<file path="config.mk">
export PLATFORM = sky130hd
export DESIGN_NAME = scv_rominit
export DESIGN_NICKNAME = d
export VERILOG_FILES = /design/src/rtl/scv_pkg.sv /design/src/rtl/scv_sync_fifo.sv /design/src/rtl/scv_rominit.sv
export SDC_FILE = /design/constraint.sdc
export NUM_CORES = 1
export LEC_CHECK = 0
export CAP_MARGIN = 25
export CORE_AREA = 3 3 154 96
export CTS_CLUSTER_SIZE = 25
export DETAILED_ROUTE_END_ITERATION = 6
export DIE_AREA = 0 0 157 99
export PLACE_DENSITY = 0.75
export SYNTH_ARGS = -nofsm -noshare
export SYNTH_HDL_FRONTEND = slang
export SYNTH_SLANG_ARGS = --single-unit
</file>
<file path="constraint.sdc">
create_clock -name CLK -period 5.7 [get_ports CLK]
set_input_delay 1.14 -clock CLK [delete_from_list [all_inputs] [get_ports CLK]]
set_output_delay 1.14 -clock CLK [all_outputs]
set_load 0.02 [all_outputs]
</file>
<file path="src/rtl/scv_pkg.sv">
// Shared types, region limits and helpers for the ROMINIT download sequencer.
package scv_pkg;

  typedef enum logic [1:0] {
    RGN_BOOT = 2'd0,
    RGN_CHR  = 2'd1,
    RGN_CART = 2'd2
  } rominit_region_e;

  typedef enum logic [1:0] {
    ST_IDLE  = 2'd0,
    ST_LOAD  = 2'd1,
    ST_DRAIN = 2'd2,
    ST_HOLD  = 2'd3
  } rominit_state_e;

  localparam int BYTE_CNT_W = 18;

  localparam logic [BYTE_CNT_W-1:0] ROM_LIMIT_BOOT = 18'd4096;
  localparam logic [BYTE_CNT_W-1:0] ROM_LIMIT_CHR  = 18'd4096;
  localparam logic [BYTE_CNT_W-1:0] ROM_LIMIT_CART = 18'd131072;

  localparam int CART_AW_MIN = 12;
  localparam int CART_AW_MAX = 17;

  localparam logic [4:0] CFG_AW_RESET = 5'd13;

  function automatic logic [BYTE_CNT_W-1:0] region_limit(input rominit_region_e rgn);
    logic [BYTE_CNT_W-1:0] lim;
    case (rgn)
      RGN_BOOT: lim = ROM_LIMIT_BOOT;
      RGN_CHR:  lim = ROM_LIMIT_CHR;
      default:  lim = ROM_LIMIT_CART;
    endcase
    return lim;
  endfunction

  // Smallest width in CART_AW_MIN..CART_AW_MAX whose span covers the byte count.
  function automatic logic [4:0] cart_aw(input logic [BYTE_CNT_W-1:0] nbytes);
    logic [4:0] aw;
    aw = 5'(CART_AW_MAX);
    for (int i = CART_AW_MAX; i >= CART_AW_MIN; i--) begin
      if (nbytes <= (18'd1 << i)) aw = 5'(i);
    end
    return aw;
  endfunction

endpackage

</file>
<file path="src/rtl/scv_sync_fifo.sv">
// Small synchronous FIFO buffering host bytes; reset flushes every entry.
module scv_sync_fifo #(
  parameter int WIDTH = 8,
  parameter int DEPTH = 4
) (
  input  logic                   clk,
  input  logic                   rst,
  input  logic                   push,
  input  logic [WIDTH-1:0]       wdata,
  input  logic                   pop,
  output logic [WIDTH-1:0]       rdata,
  output logic                   full,
  output logic                   empty,
  output logic [$clog2(DEPTH):0] count
);

  localparam int PTR_W = $clog2(DEPTH);

  logic [WIDTH-1:0] mem_q [DEPTH];
  logic [WIDTH-1:0] mem_d [DEPTH];
  logic [PTR_W-1:0] wr_ptr_q, wr_ptr_d;
  logic [PTR_W-1:0] rd_ptr_q, rd_ptr_d;
  logic [PTR_W:0]   count_q, count_d;
  logic             do_push, do_pop;

  always_comb begin
    mem_d    = mem_q;
    wr_ptr_d = wr_ptr_q;
    rd_ptr_d = rd_ptr_q;
    do_push  = push && (count_q != (PTR_W+1)'(DEPTH));
    do_pop   = pop && (count_q != '0);
    if (do_push) begin
      mem_d[wr_ptr_q] = wdata;
      wr_ptr_d        = wr_ptr_q + PTR_W'(1);
    end
    if (do_pop) rd_ptr_d = rd_ptr_q + PTR_W'(1);
    count_d = count_q + (PTR_W+1)'(do_push) - (PTR_W+1)'(do_pop);
  end

  always_ff @(posedge clk) begin
    if (rst) begin
      wr_ptr_q <= '0;
      rd_ptr_q <= '0;
      count_q  <= '0;
    end else begin
      wr_ptr_q <= wr_ptr_d;
      rd_ptr_q <= rd_ptr_d;
      count_q  <= count_d;
    end
  end

  always_ff @(posedge clk) begin
    mem_q <= mem_d;
  end

  assign rdata = mem_q[rd_ptr_q];
  assign full  = (count_q == (PTR_W+1)'(DEPTH));
  assign empty = (count_q == '0);
  assign count = count_q;

endmodule

</file>
<file path="src/rtl/scv_rominit.sv">
// ROMINIT download sequencer: buffers host bytes, replays them as paced addressed
// write strobes, holds the console in reset across the load and sizes the cart ROM.
module scv_rominit
  import scv_pkg::*;
#(
  parameter int FIFO_DEPTH  = 4,
  parameter int WR_SPACING  = 2,
  parameter int HOLD_CYCLES = 64
) (
  input  logic        CLK,
  input  logic        RES,
  input  logic        DL_START,
  input  logic [1:0]  DL_INDEX,
  input  logic [7:0]  DL_DATA,
  input  logic        DL_VALID,
  output logic        DL_READY,
  input  logic        DL_END,
  output logic        ROMINIT_SEL_BOOT,
  output logic        ROMINIT_SEL_CHR,
  output logic        ROMINIT_SEL_CART,
  output logic [24:0] ROMINIT_ADDR,
  output logic [7:0]  ROMINIT_DATA,
  output logic        ROMINIT_VALID,
  output logic [4:0]  CFG_ROM_AW,
  output logic        SYS_RESB,
  output logic        BUSY,
  output logic        ERR
);

  localparam int CNT_W  = $clog2(FIFO_DEPTH) + 1;
  localparam int SP_W   = (WR_SPACING > 1) ? $clog2(WR_SPACING) : 1;
  localparam int HOLD_W = (HOLD_CYCLES > 1) ? $clog2(HOLD_CYCLES) : 1;

  rominit_state_e         state_q, state_d;
  rominit_region_e        region_q, region_d;
  logic [24:0]            addr_q, addr_d;
  logic [BYTE_CNT_W-1:0]  byte_cnt_q, byte_cnt_d;
  logic                   err_q, err_d;
  logic [HOLD_W-1:0]      hold_cnt_q, hold_cnt_d;
  logic [SP_W-1:0]        space_q, space_d;
  logic                   rom_valid_q, rom_valid_d;
  logic [24:0]            rom_addr_q, rom_addr_d;
  logic [7:0]             rom_data_q, rom_data_d;
  logic [4:0]             cfg_aw_q, cfg_aw_d;
  logic                   dl_ready_q, dl_ready_d;
  logic                   busy_q, busy_d;
  logic                   sys_resb_q, sys_resb_d;
  logic [2:0]             sel_q, sel_d;

  logic                   fifo_push, fifo_pop, fifo_full, fifo_empty;
  logic [7:0]             fifo_rdata;
  logic [CNT_W-1:0]       fifo_count, fifo_level_next;
  logic                   accept, engine_on;

  scv_sync_fifo #(
    .WIDTH (8),
    .DEPTH (FIFO_DEPTH)
  ) u_fifo (
    .clk   (CLK),
    .rst   (RES),
    .push  (fifo_push),
    .wdata (DL_DATA),
    .pop   (fifo_pop),
    .rdata (fifo_rdata),
    .full  (fifo_full),
    .empty (fifo_empty),
    .count (fifo_count)
  );

  always_comb begin
    state_d     = state_q;
    region_d    = region_q;
    addr_d      = addr_q;
    byte_cnt_d  = byte_cnt_q;
    err_d       = err_q;
    hold_cnt_d  = hold_cnt_q;
    space_d     = space_q;
    rom_valid_d = 1'b0;
    rom_addr_d  = rom_addr_q;
    rom_data_d  = rom_data_q;
    cfg_aw_d    = cfg_aw_q;
    fifo_push   = 1'b0;
    fifo_pop    = 1'b0;
    sel_d       = 3'b000;

    // READY is only ever high while loading, so it doubles as the LOAD qualifier.
    accept    = DL_VALID && dl_ready_q;
    engine_on = (state_q == ST_LOAD) || (state_q == ST_DRAIN);

    if (space_q != '0) space_d = space_q - SP_W'(1);

    if (engine_on && !fifo_empty && (space_q == '0)) begin
      fifo_pop    = 1'b1;
      rom_valid_d = 1'b1;
      rom_addr_d  = addr_q;
      rom_data_d  = fifo_rdata;
      addr_d      = addr_q + 25'd1;
      space_d     = SP_W'(WR_SPACING - 1);
    end

    // Bytes past the region limit are swallowed so the host stream never stalls.
    if (accept) begin
      if (byte_cnt_q < region_limit(region_q)) begin
        fifo_push  = !fifo_full;
        byte_cnt_d = byte_cnt_q + BYTE_CNT_W'(1);
      end else begin
        err_d = 1'b1;
      end
    end

    case (state_q)
      ST_IDLE: begin
        if (DL_START) begin
          if (DL_INDEX == 2'd3) begin
            err_d = 1'b1;
          end else begin
            region_d   = rominit_region_e'(DL_INDEX);
            addr_d     = '0;
            byte_cnt_d = '0;
            err_d      = 1'b0;
            space_d    = '0;
            state_d    = ST_LOAD;
          end
        end
      end
      ST_LOAD: begin
        if (DL_END) state_d = ST_DRAIN;
      end
      ST_DRAIN: begin
        if (fifo_empty) begin
          state_d    = ST_HOLD;
          hold_cnt_d = HOLD_W'(HOLD_CYCLES - 1);
          if ((region_q == RGN_CART) && (byte_cnt_q != '0)) cfg_aw_d = cart_aw(byte_cnt_q);
        end
      end
      ST_HOLD: begin
        if (hold_cnt_q == '0) state_d = ST_IDLE;
        else                  hold_cnt_d = hold_cnt_q - HOLD_W'(1);
      end
      default: state_d = ST_IDLE;
    endcase

    fifo_level_next = fifo_count + CNT_W'(fifo_push) - CNT_W'(fifo_pop);
    dl_ready_d = (state_d == ST_LOAD) && (fifo_level_next != CNT_W'(FIFO_DEPTH));
    busy_d     = (state_d == ST_LOAD) || (state_d == ST_DRAIN);
    sys_resb_d = (state_d == ST_IDLE);
    if (busy_d) begin
      case (region_d)
        RGN_BOOT: sel_d = 3'b001;
        RGN_CHR:  sel_d = 3'b010;
        default:  sel_d = 3'b100;
      endcase
    end
  end

  always_ff @(posedge CLK) begin
    if (RES) begin
      state_q     <= ST_HOLD;
      region_q    <= RGN_BOOT;
      addr_q      <= '0;
      byte_cnt_q  <= '0;
      err_q       <= 1'b0;
      hold_cnt_q  <= HOLD_W'(HOLD_CYCLES - 1);
      space_q     <= '0;
      rom_valid_q <= 1'b0;
      rom_addr_q  <= '0;
      rom_data_q  <= '0;
      cfg_aw_q    <= CFG_AW_RESET;
      dl_ready_q  <= 1'b0;
      busy_q      <= 1'b0;
      sys_resb_q  <= 1'b0;
      sel_q       <= 3'b000;
    end else begin
      state_q     <= state_d;
      region_q    <= region_d;
      addr_q      <= addr_d;
      byte_cnt_q  <= byte_cnt_d;
      err_q       <= err_d;
      hold_cnt_q  <= hold_cnt_d;
      space_q     <= space_d;
      rom_valid_q <= rom_valid_d;
      rom_addr_q  <= rom_addr_d;
      rom_data_q  <= rom_data_d;
      cfg_aw_q    <= cfg_aw_d;
      dl_ready_q  <= dl_ready_d;
      busy_q      <= busy_d;
      sys_resb_q  <= sys_resb_d;
      sel_q       <= sel_d;
    end
  end

  assign DL_READY         = dl_ready_q;
  assign ROMINIT_SEL_BOOT = sel_q[0];
  assign ROMINIT_SEL_CHR  = sel_q[1];
  assign ROMINIT_SEL_CART = sel_q[2];
  assign ROMINIT_ADDR     = rom_addr_q;
  assign ROMINIT_DATA     = rom_data_q;
  assign ROMINIT_VALID    = rom_valid_q;
  assign CFG_ROM_AW       = cfg_aw_q;
  assign SYS_RESB         = sys_resb_q;
  assign BUSY             = busy_q;
  assign ERR              = err_q;

endmodule

</file>
==> summary.md <==
| Metric | Value |
|---|---|
| Worst slew margin | 35.0% |
| Pin count of the biggest net entering global routing | 58 |
| Simple-Gate Fraction of Synth Area | 22.2% |
| Syn Nets | 668 |
| Mux contribution to synthesized area | 3.30% |
| Starting Density | 44.9% |
| ANT cells | 0 |
| Post-synth top area cell | dfxtp_1 |
| Critical Path RT | 6.00 ns |
| Post-cts sizing count | 0 |
| Synth Area in XOR/XNOR | 6.06% |
| Achievable Freq | 311 MHz |
| CTS Root Buffer Type | clkbuf_16 |
| Max clock buf depth | 2 |
| Skew final | 0.00797 ns |
| Number of synthesized flops with an enable pin | 32 |
| Final Hold Viols | 0 |
| Setup CP Type | flip-flop to flip-flop |
| Layout cells sized above 1 | 7.80% |
| CTS tree | yes |
| Initial antenna violation count | 0 |
| Pwr Density | 379 nW/um2 |
| Sink Count | 138 |
| Fin nets | 716 |
| Die Y | 99 um |
| Worst-path cell chain | inv_1 -> ha_1 -> nand2b_1 -> or2_2 -> inv_1 -> ha_1 -> inv_1 -> ha_1 -> fa_1 -> xor2_1 -> nor2_1 |
| Gr ovfl total | 0 |
| Mapped Cells | 631 |
| Clock buffer count from CTS | 17 |
| Hold buffers post-CTS | 0 |
| Dpl hpwl | 8950 um |
| Top-count cell post-synth | dfxtp_1 |
| Syn Area/Cell | 9.61 um2 |
| First-pass GRT wire length | 21100 um |
| Status | finished, final reports clean |
| Die W | 157 um |
| P&R area growth vs syn | 21.6% |
| Crit path arrival time | 3.51 ns |
| Die area | 15500 um2 |
| Most frequent cells after synthesis | 106 x dfxtp_1, 88 x nand2_1, 60 x nor2_1 |
| Top FF cell, synth | dfxtp_1 |
| Worst setup SP type | flip-flop |
| Max stage delay cell, worst path | or2_2 |
| Antenna viol nets, final | 0 |
| Crit. End Element | flip-flop |
| Routability Congestion | 0.825 |
| # setup viols final | 0 |
| RSZ-0062 raised after global routing | no |
| Max Slew Vio Count | 0 |
| Via density | 5.36 |
| Vias | 4647 |
| Synthesized cell area | 6070 um2 |
| Vias in the first global route | 4296 |
| Post-CTS setup buffer count | 0 |
| Core ar. | 13500 um2 |
| Synth Area in Adders | 4.79% |
| Async S/R FF share, synth | 0% |
| Clock transition at path regs | 0.06 ns |
| Maximum VDD drop | 0.199 mV |
| Flops & latches, synth | 138 |
| Filler cell count | 1145 |
| Final Cycle Share | 56.4% |
| Largest family of logic cells by synthesized area | simple AND/OR/NAND/NOR gates |
| Synth top area share | 35.0% |
| Largest cells by area after synthesis | dfxtp_1 35%, edfxtp_1 16%, nand2_1 5.4% |
| # DRC | 0 |
| Ys Warns | 0 |
| Fin area | 7370 um2 |
| CP max stage delay | 0.57 ns |
| Site Rows | 33 |
| Worst-Skew Late Latency | 0.42 ns |
| All-Layer GR Usage | 17.0% |
| CTS H-tree depth | 4 |
| Worst slew pin tran | 0.975 ns |
| Max_cap viols | 0 |
| Io pins | 61 |
| Detailed Route WL | 12900 um |
| R2R setup slack | 2.49 ns |
| Crit-path max FO | 38 |
| Iter 0 DRT Violations | 365 |
| Synth unique cells | 55 |
| Sequential area share after synthesis | 50.8% |
| Cell Area, Placed | 6740 um2 |
| DR pass1 iterations | 5 |
| IO buf count | 60 |
| Setup TNS | 0 ns |
| Leak | 2.56 nW |
| Synth Area in Compound Gates | 8.89% |
| Average wire per standard cell | 14.9 um |
| HP Class | flip-flop to flip-flop |
| Minimum clock period | 3.21 ns |
| Util after Layout | 54.6% |
## sequential cells by signal, indices dropped and copies added (netlist names)
register / flops
ERR: 1
byte_cnt_q: 18
hold_cnt_q: 6
ROMINIT_DATA: 8
BUSY: 1
ROMINIT_ADDR: 25
space_q: 1
u_fifo.wr_ptr_q: 2
DL_READY: 1
region_q: 2
u_fifo.count: 3
addr_q: 25
state_q: 2
sel_q: 3
SYS_RESB: 1
CFG_ROM_AW: 4
u_fifo.rd_ptr_q: 2
u_fifo.mem_q: 32
ROMINIT_VALID: 1
## layout make-up
type	count	area, um2	share of cell area [%]
Clock inverter	11	121	1.65
Inverter	26	97.6	1.32
Multi-Input combinational cell	433	2740	37.2
Timing Repair Buffer	63	651	8.82
Clock buffer	21	460	6.24
Tap cell	175	219	2.97
Sequential cell	138	3080	41.8
## routing by layer
metal,track usage [%],part of all wire [%],vias up
met1,24.4,49,2196
met3,5.22,6.3,15
met2,24.7,44,135
met4,5.04,0.85,0
li1,-,-,2301
met5,0,0,-
## path summary, 6_finish.rpt
path,depth (start not counted),startpoint,to
min,2,ROMINIT_ADDR[8]$_SDFFE_PP0N_,ROMINIT_ADDR[8]$_SDFFE_PP0N_
max reg2reg,11,state_q[1]$_SDFF_PP1_,u_fifo.count[2]$_SDFF_PP0_
min reg2reg,2,ROMINIT_ADDR[8]$_SDFFE_PP0N_,ROMINIT_ADDR[8]$_SDFFE_PP0N_
max,11,state_q[1]$_SDFF_PP1_,u_fifo.count[2]$_SDFF_PP0_
## through the flow
stage / hold slack [ns] / setup WS, ns / total power, mW / cells
finish: 0.452 / 2.49 / 2.79 / 867
global route: 0.485 / 2.17 / 2.94 / 867
CTS: 0.455 / 1.92 / 2.80 / 865
detailed placement: 0.447 / 1.95 / 1.72 / 833
global placement: 0.450 / 2.18 / 1.69 / 833
floorplan: 0.442 / 2.82 / 1.55 / 631
## cell usage in the layout (no fill, tap or decap), types with 9 or more instances in the layout
cell type / instances
dfxtp_1: 106
nand2_1: 88
nor2_1: 60
clkdlybuf4s50_1: 59
a21oi_1: 51
edfxtp_1: 32
inv_1: 26
nand4_1: 23
xor2_1: 23
ha_1: 20
xnor2_1: 19
nand3_1: 18
clkbuf_16: 17
nor3_1: 15
o21ai_0: 14
nor4_1: 9
and3_1: 9
## report_power, final
| part | switching [mW] | internal, mW |
|---|---|---|
| logic | 0.340 | 0.248 |
| clock network | 0.408 | 0.666 |
| registers | 0.0657 | 1.07 |
| total | 0.813 | 1.98 |
## cells by family (layout without fill, tap and decap cells)
group | after synthesis | count (layout)
AO/OA/AOI/OAI | 88 | 88
XOR/XNOR | 42 | 42
adder cells (fa/ha/maj) | 22 | 22
buffers and inverters | 60 | 121
flip-flops | 138 | 138
multiplexers | 10 | 10
AND/OR/NAND/NOR | 271 | 271
## critical path: cells and delay by family, from the launching register on
family	cells	cell delay [ns]
buffers and inverters	3	0.56
and+or+nand+nor	3	0.75
xor gates and xnor gates	1	0.16
adders and majority gates	4	1.25
DFF	1	0.38
No activity file was read; power rests on OpenSTA's default activity.
